`config.mk`:
```
export PLATFORM = sky130hd
export DESIGN_NAME = ifetch
export DESIGN_NICKNAME = d
export VERILOG_FILES = /design/src/rtl/ifetch.sv
export SDC_FILE = /design/constraint.sdc
export NUM_CORES = 1
export LEC_CHECK = 0
export CAP_MARGIN = 20
export CORE_UTILIZATION = 30
export CTS_BUF_LIST = sky130_fd_sc_hd__clkbuf_8
export DETAILED_ROUTE_END_ITERATION = 10
export PLACE_DENSITY_LB_ADDON = 0.08
export SYNTH_ARGS = -nofsm -noshare
export SYNTH_HDL_FRONTEND = slang
export SYNTH_SLANG_ARGS = --single-unit
export TNS_END_PERCENT = 20
```
`constraint.sdc`:
```
create_clock -name clk -period 2.7 [get_ports clk]
set_input_delay 0.675 -clock clk [delete_from_list [all_inputs] [get_ports clk]]
set_output_delay 0.675 -clock clk [all_outputs]
set_load 0.02 [all_outputs]
```
`src/rtl/ifetch.sv`:
```
// ifetch: instruction fetch buffer between the CPU and an 8-bit external memory bus.
// Each 16-bit word is read as two byte transactions (little-endian) and held in buffer A.
// Optional feature: define IFETCH_PREFETCH_EN to add buffer B with a speculative next-word fetch.
module ifetch #(
  parameter logic [15:0] NOP_WORD = 16'h0000,
  parameter logic [15:0] RST_ADDR = 16'h000F
) (
  input  logic        clk,
  input  logic        rst,
  input  logic [15:0] pc_in,
  output logic [15:0] ir,
  output logic        stall,
  output logic [16:0] mem_addr,
  output logic        mem_rd,
  input  logic [7:0]  mem_data,
  input  logic        mem_ack
);

  typedef enum logic [1:0] {IDLE, RD_LO, RD_HI} state_t;

  state_t      state, state_n;
  logic [15:0] fetch_addr, fetch_addr_n;
  logic [7:0]  lo_byte, lo_byte_n;
  logic        valid_a, valid_a_n;
  logic [15:0] tag_a, tag_a_n;
  logic [15:0] word_a, word_a_n;
  logic [16:0] addr_n;
  logic        rd_n;
  logic        hit_a;

  assign hit_a = valid_a && (tag_a == pc_in);

`ifdef IFETCH_PREFETCH_EN
  logic        valid_b, valid_b_n;
  logic [15:0] tag_b, tag_b_n;
  logic [15:0] word_b, word_b_n;
  logic        spec, spec_n;
  logic        hit_b;
  logic [15:0] next_a, next_b;

  assign hit_b  = valid_b && (tag_b == pc_in);
  assign next_a = tag_a + 16'd1;
  assign next_b = tag_b + 16'd1;

  // Instruction presented from whichever buffer matches pc_in.
  always_comb begin
    ir    = NOP_WORD;
    stall = 1'b1;
    if (hit_a) begin
      ir    = word_a;
      stall = 1'b0;
    end else if (hit_b) begin
      ir    = word_b;
      stall = 1'b0;
    end
  end
`else
  // Instruction presented from buffer A when it matches pc_in.
  always_comb begin
    ir    = NOP_WORD;
    stall = 1'b1;
    if (hit_a) begin
      ir    = word_a;
      stall = 1'b0;
    end
  end
`endif

  // Next-state, bus request and buffer update logic.
  always_comb begin
    state_n      = state;
    fetch_addr_n = fetch_addr;
    lo_byte_n    = lo_byte;
    addr_n       = mem_addr;
    rd_n         = mem_rd;
    valid_a_n    = valid_a;
    tag_a_n      = tag_a;
    word_a_n     = word_a;
`ifdef IFETCH_PREFETCH_EN
    valid_b_n    = valid_b;
    tag_b_n      = tag_b;
    word_b_n     = word_b;
    spec_n       = spec;
`endif
    case (state)
      IDLE: begin
`ifdef IFETCH_PREFETCH_EN
        if (hit_a) begin
          if (!valid_b || (tag_b != next_a)) begin
            valid_b_n    = 1'b0;
            spec_n       = 1'b1;
            fetch_addr_n = next_a;
            addr_n       = {next_a, 1'b0};
            rd_n         = 1'b1;
            state_n      = RD_LO;
          end
        end else if (hit_b) begin
          // Promote B into A and immediately look one word further ahead.
          valid_a_n    = 1'b1;
          tag_a_n      = tag_b;
          word_a_n     = word_b;
          valid_b_n    = 1'b0;
          spec_n       = 1'b1;
          fetch_addr_n = next_b;
          addr_n       = {next_b, 1'b0};
          rd_n         = 1'b1;
          state_n      = RD_LO;
        end else begin
          valid_b_n    = 1'b0;
          spec_n       = 1'b0;
          fetch_addr_n = pc_in;
          addr_n       = {pc_in, 1'b0};
          rd_n         = 1'b1;
          state_n      = RD_LO;
        end
`else
        if (!hit_a) begin
          fetch_addr_n = pc_in;
          addr_n       = {pc_in, 1'b0};
          rd_n         = 1'b1;
          state_n      = RD_LO;
        end
`endif
      end
      RD_LO: begin
        if (mem_ack) begin
`ifdef IFETCH_PREFETCH_EN
          // A speculative read that nobody wants stops after the open byte.
          if (spec && !hit_a && (pc_in != fetch_addr)) begin
            rd_n    = 1'b0;
            spec_n  = 1'b0;
            state_n = IDLE;
          end else
`endif
          begin
            lo_byte_n = mem_data;
            addr_n    = {fetch_addr, 1'b1};
            state_n   = RD_HI;
          end
        end
      end
      RD_HI: begin
        if (mem_ack) begin
          rd_n    = 1'b0;
          state_n = IDLE;
`ifdef IFETCH_PREFETCH_EN
          spec_n  = 1'b0;
          if (spec) begin
            if (hit_a || (pc_in == fetch_addr)) begin
              valid_b_n = 1'b1;
              tag_b_n   = fetch_addr;
              word_b_n  = {mem_data, lo_byte};
            end
          end else
`endif
          if (fetch_addr == pc_in) begin
            valid_a_n = 1'b1;
            tag_a_n   = fetch_addr;
            word_a_n  = {mem_data, lo_byte};
          end
        end
      end
      default: begin
        state_n = IDLE;
        rd_n    = 1'b0;
      end
    endcase
  end

  // State, bus and buffer registers with synchronous reset.
  always_ff @(posedge clk) begin
    if (rst) begin
      state      <= IDLE;
      fetch_addr <= RST_ADDR;
      lo_byte    <= '0;
      mem_addr   <= '0;
      mem_rd     <= 1'b0;
      valid_a    <= 1'b0;
      tag_a      <= '0;
      word_a     <= '0;
`ifdef IFETCH_PREFETCH_EN
      valid_b    <= 1'b0;
      tag_b      <= '0;
      word_b     <= '0;
      spec       <= 1'b0;
`endif
    end else begin
      state      <= state_n;
      fetch_addr <= fetch_addr_n;
      lo_byte    <= lo_byte_n;
      mem_addr   <= addr_n;
      mem_rd     <= rd_n;
      valid_a    <= valid_a_n;
      tag_a      <= tag_a_n;
      word_a     <= word_a_n;
`ifdef IFETCH_PREFETCH_EN
      valid_b    <= valid_b_n;
      tag_b      <= tag_b_n;
      word_b     <= word_b_n;
      spec       <= spec_n;
`endif
    end
  end

endmodule

```
==> metrics.cfg <==
[sta]
hold_viol=0
setup_ws_ns=-0.0670
tns_ns=-0.865
grt_setup_unrepaired=yes
skew_ns=0.0108
fmax_ghz=0.361
period_share_pct=102
finalSetupViolCount=17
finalCriticalPeriod_ns=2.77
worst_pin_slew_ns=0.697
slew_headroom_pct=53.2
drv_slew=0

[place]
place_inst=749
port_buffers=61
post-dp-hpwl_um=8850
gp_congestion=0.802

[power_and_ir_drop]
p_seq_share_pct=43.1
clockPowerShare_pct=37.3
p_int_uw=2100
p_switching_uw=859
p_per_area_nw_per_um2=535
irDropWorstVdd_v=0.000180
power_frac_comb_pct=19.6
p_leak_uw=0.00213
swShare_pct=29.1

[routing]
avgViaCountPerCell=5.18
first_iter_violations=317
wire_per_inst_um=16.5
final_antenna_net_count=0
vias=4034
wirelength_um=12800
drt_pre_antenna_iters=5
drc=0

[synthesis]
synth_compound_area_share_pct=25.5
synth_simple_gate_area_share_pct=21.9
synth-xor-area-share_pct=7.08
synth_edf_count=0
ys.flop_type=dfxtp_1
ys_ff_latch=77
synth_fa_ha_area_share_pct=0
synth_top_family_by_area=compound AO/OA/AOI/OAI gates
synth-warning-count=0
synthCells=509
synthMuxAreaShare_pct=0
synth_seq_area_share_pct=39.0
synth.net_count=536
synthArstFlopShare_pct=0
synthDistinctLibCells=35
netlist_area_um2=3960
synth_area_per_cell_um2=7.77

[clock_tree]
hold_buffers=0
cts_buffers=9
cts_tree=yes
h-tree-depth=3
clk_latency_ns=0.38
cts-root-buf=clkbuf_8
clk_pin_slew_ns=0.09
clkSinkCount=77
clk_path_buf_depth=2

[critical_path]
r2r_setup_slack_ns=0.20
start_kind=input pin
crit_family=simple AND/OR/NAND/NOR gates
critPathBufInv=3
critPathArrivalTime_ns=2.09
critPathMaxFanout=5
critPathKind=input pin to output port
r2r-start=tag_a[13]
crit_path_frequent_cell=buf_6
reg2reg_to=mem_addr[8]
cp_slowest_cell=and4bb_4
reg2reg_depth=13
cp.required_ns=2.03
critical-path-max-stage-delay_ns=0.36
end_kind=output port
crit_chain=buf_2, xor2_2, nor4_4, nand2_1, and4bb_4, buf_6, and2_4, buf_6

[die]
ios=62
initial_core_util_pct=31.1
die_y_um=117
die_area_um2=13700
die_w_um=117
rows=41
core_area_um2=12700

[final_layout]
n_fill_cell=1357
layout_commonest_cell=dfxtp_1
area_growth_pct=39.7
finalNetCount=629
n_antenna_cell=0
final_cells=779
mostFrequentLayoutCells=dfxtp_1, buf_4, a21oi_1
drive_gt1_share_pct=24.5

[run]
cap_violations=0

[global_routing]
grt_pass1_vias=3751
grtUsageTotal_pct=20.2
grt_pass1_wl_um=20500
grt_remaining_overflow=0
antenna_found_initial=0
grt_max_degree=39

[outcome]
violations=setup timing
status=finished, violations left

[hold_path]
hp-class=register to register
min_to=lo_byte[1]
min_path_cells=2
hold_path_startpoint=lo_byte[1]

[cells in the mapped netlist (all sizes together) (2+ instances only)]
| master | count | area [um^2] |
|---|---|---|
| a21oi | 54 | 270 |
| inv | 19 | 71.3 |
| a22o | 16 | 140 |
| a311oi | 16 | 140 |
| nand2 | 44 | 165 |
| nand4 | 2 | 12.5 |
| nor3 | 3 | 15.0 |
| clkbuf | 34 | 128 |
| nor4 | 4 | 55.1 |
| nand3 | 35 | 180 |
| o21a | 2 | 15.0 |
| o211ai | 8 | 60.1 |
| dfxtp | 77 | 1540 |
| and3 | 12 | 75.1 |
| buf | 11 | 60.1 |
| o21ai | 50 | 250 |
| o311ai | 12 | 105 |
| xnor2 | 12 | 105 |
| nand2b | 2 | 12.5 |
| xor2 | 20 | 175 |
| and2 | 17 | 106 |
| nor2 | 51 | 191 |
[power by group through the flow]
stage / Sequential (uW) / Combinational, uW / Clock [uW]
3_3_place_gp: 1300 / 567 / 0
3_5_place_dp: 1300 / 572 / 0
5_1_grt: 1290 / 637 / 1180
2_1_floorplan: 1330 / 276 / 0
6_report: 1270 / 580 / 1100
4_1_cts: 1280 / 580 / 1130
[cell families (layout without fill, tap and decap cells)]
logic type,after synthesis,count (layout)
AO/OA/AOI/OAI,160,160
XOR/XNOR,32,32
buffers and inverters,64,162
flip-flops,77,77
AND/OR/NAND/NOR,176,176
[cell type report]
type | count | area, um^2 | share of cell area [%]
Sequential cell | 77 | 1540 | 27.9
Tap cell | 172 | 215 | 3.89
Multi-Input combinational cell | 368 | 2320 | 42.1
Clock buffer | 9 | 124 | 2.24
Inverter | 19 | 71.3 | 1.29
Clock inverter | 7 | 123 | 2.22
Timing Repair Buffer | 127 | 1130 | 20.4
[how the worst max path moves through the flow]
stage / slack, ns / depth (start not counted) / to / startpoint
4_1_cts: -0.17 / 9 / ir[0] / pc_in[1]
2_1_floorplan: 0.03 / 6 / ir[10] / pc_in[8]
6_report: -0.07 / 8 / ir[15] / pc_in[10]
3_5_place_dp: -0.90 / 8 / ir[3] / pc_in[3]
5_1_grt: -0.14 / 7 / ir[15] / tag_a[8]
3_3_place_gp: -0.86 / 8 / ir[8] / pc_in[3]
[per-layer routing]
layer | wire, um | global-route usage [%]
met2 | 5940 | 32.3
met3 | 506 | 3.71
met4 | 199 | 6.92
met1 | 6190 | 27.5
met5 | 0 | 0
[what timing repair did]
item,CTS,global route
pin swaps,29,9
gates resized for setup,184,21
endpoints found under the hold margin,0,0
gates cloned,2,0
buffers inserted,14,0
setup endpoints to repair,17,38
[per-stage QoR]
stage	cell area, um^2	util [%]	power, uW	hold WS [ns]	setup slack (ns)
floorplan	3960	-	1610	0.437	0.0312
global placement	5020	39.5	1870	0.446	-0.858
detailed placement	5020	39.5	1870	0.451	-0.899
CTS	5580	43.8	2980	0.466	-0.169
global route	5530	43.4	3100	0.483	-0.145
finish	5530	43.4	2960	0.464	-0.0670
[worst reg2reg max path, cell delays in order (launching register included)]
cell and delay, ns:
dfxtp_1 0.38, xnor2_1 0.13, nand4_1 0.15, buf_4 0.17, buf_4 0.12, buf_4 0.12
buf_4 0.12, buf_4 0.12, buf_4 0.12, buf_4 0.12, or4_4 0.49, buf_12 0.17
o21ai_1 0.13, a22o_1 0.13
[registers in the layout, summed over array words and instances (netlist names)]
register and count:
fetch_addr 16, lo_byte 8, mem_addr 17, mem_rd 1
state 2, tag_a 16, valid_a 1, word_a 16
Power figures use the tool's default switching activity.
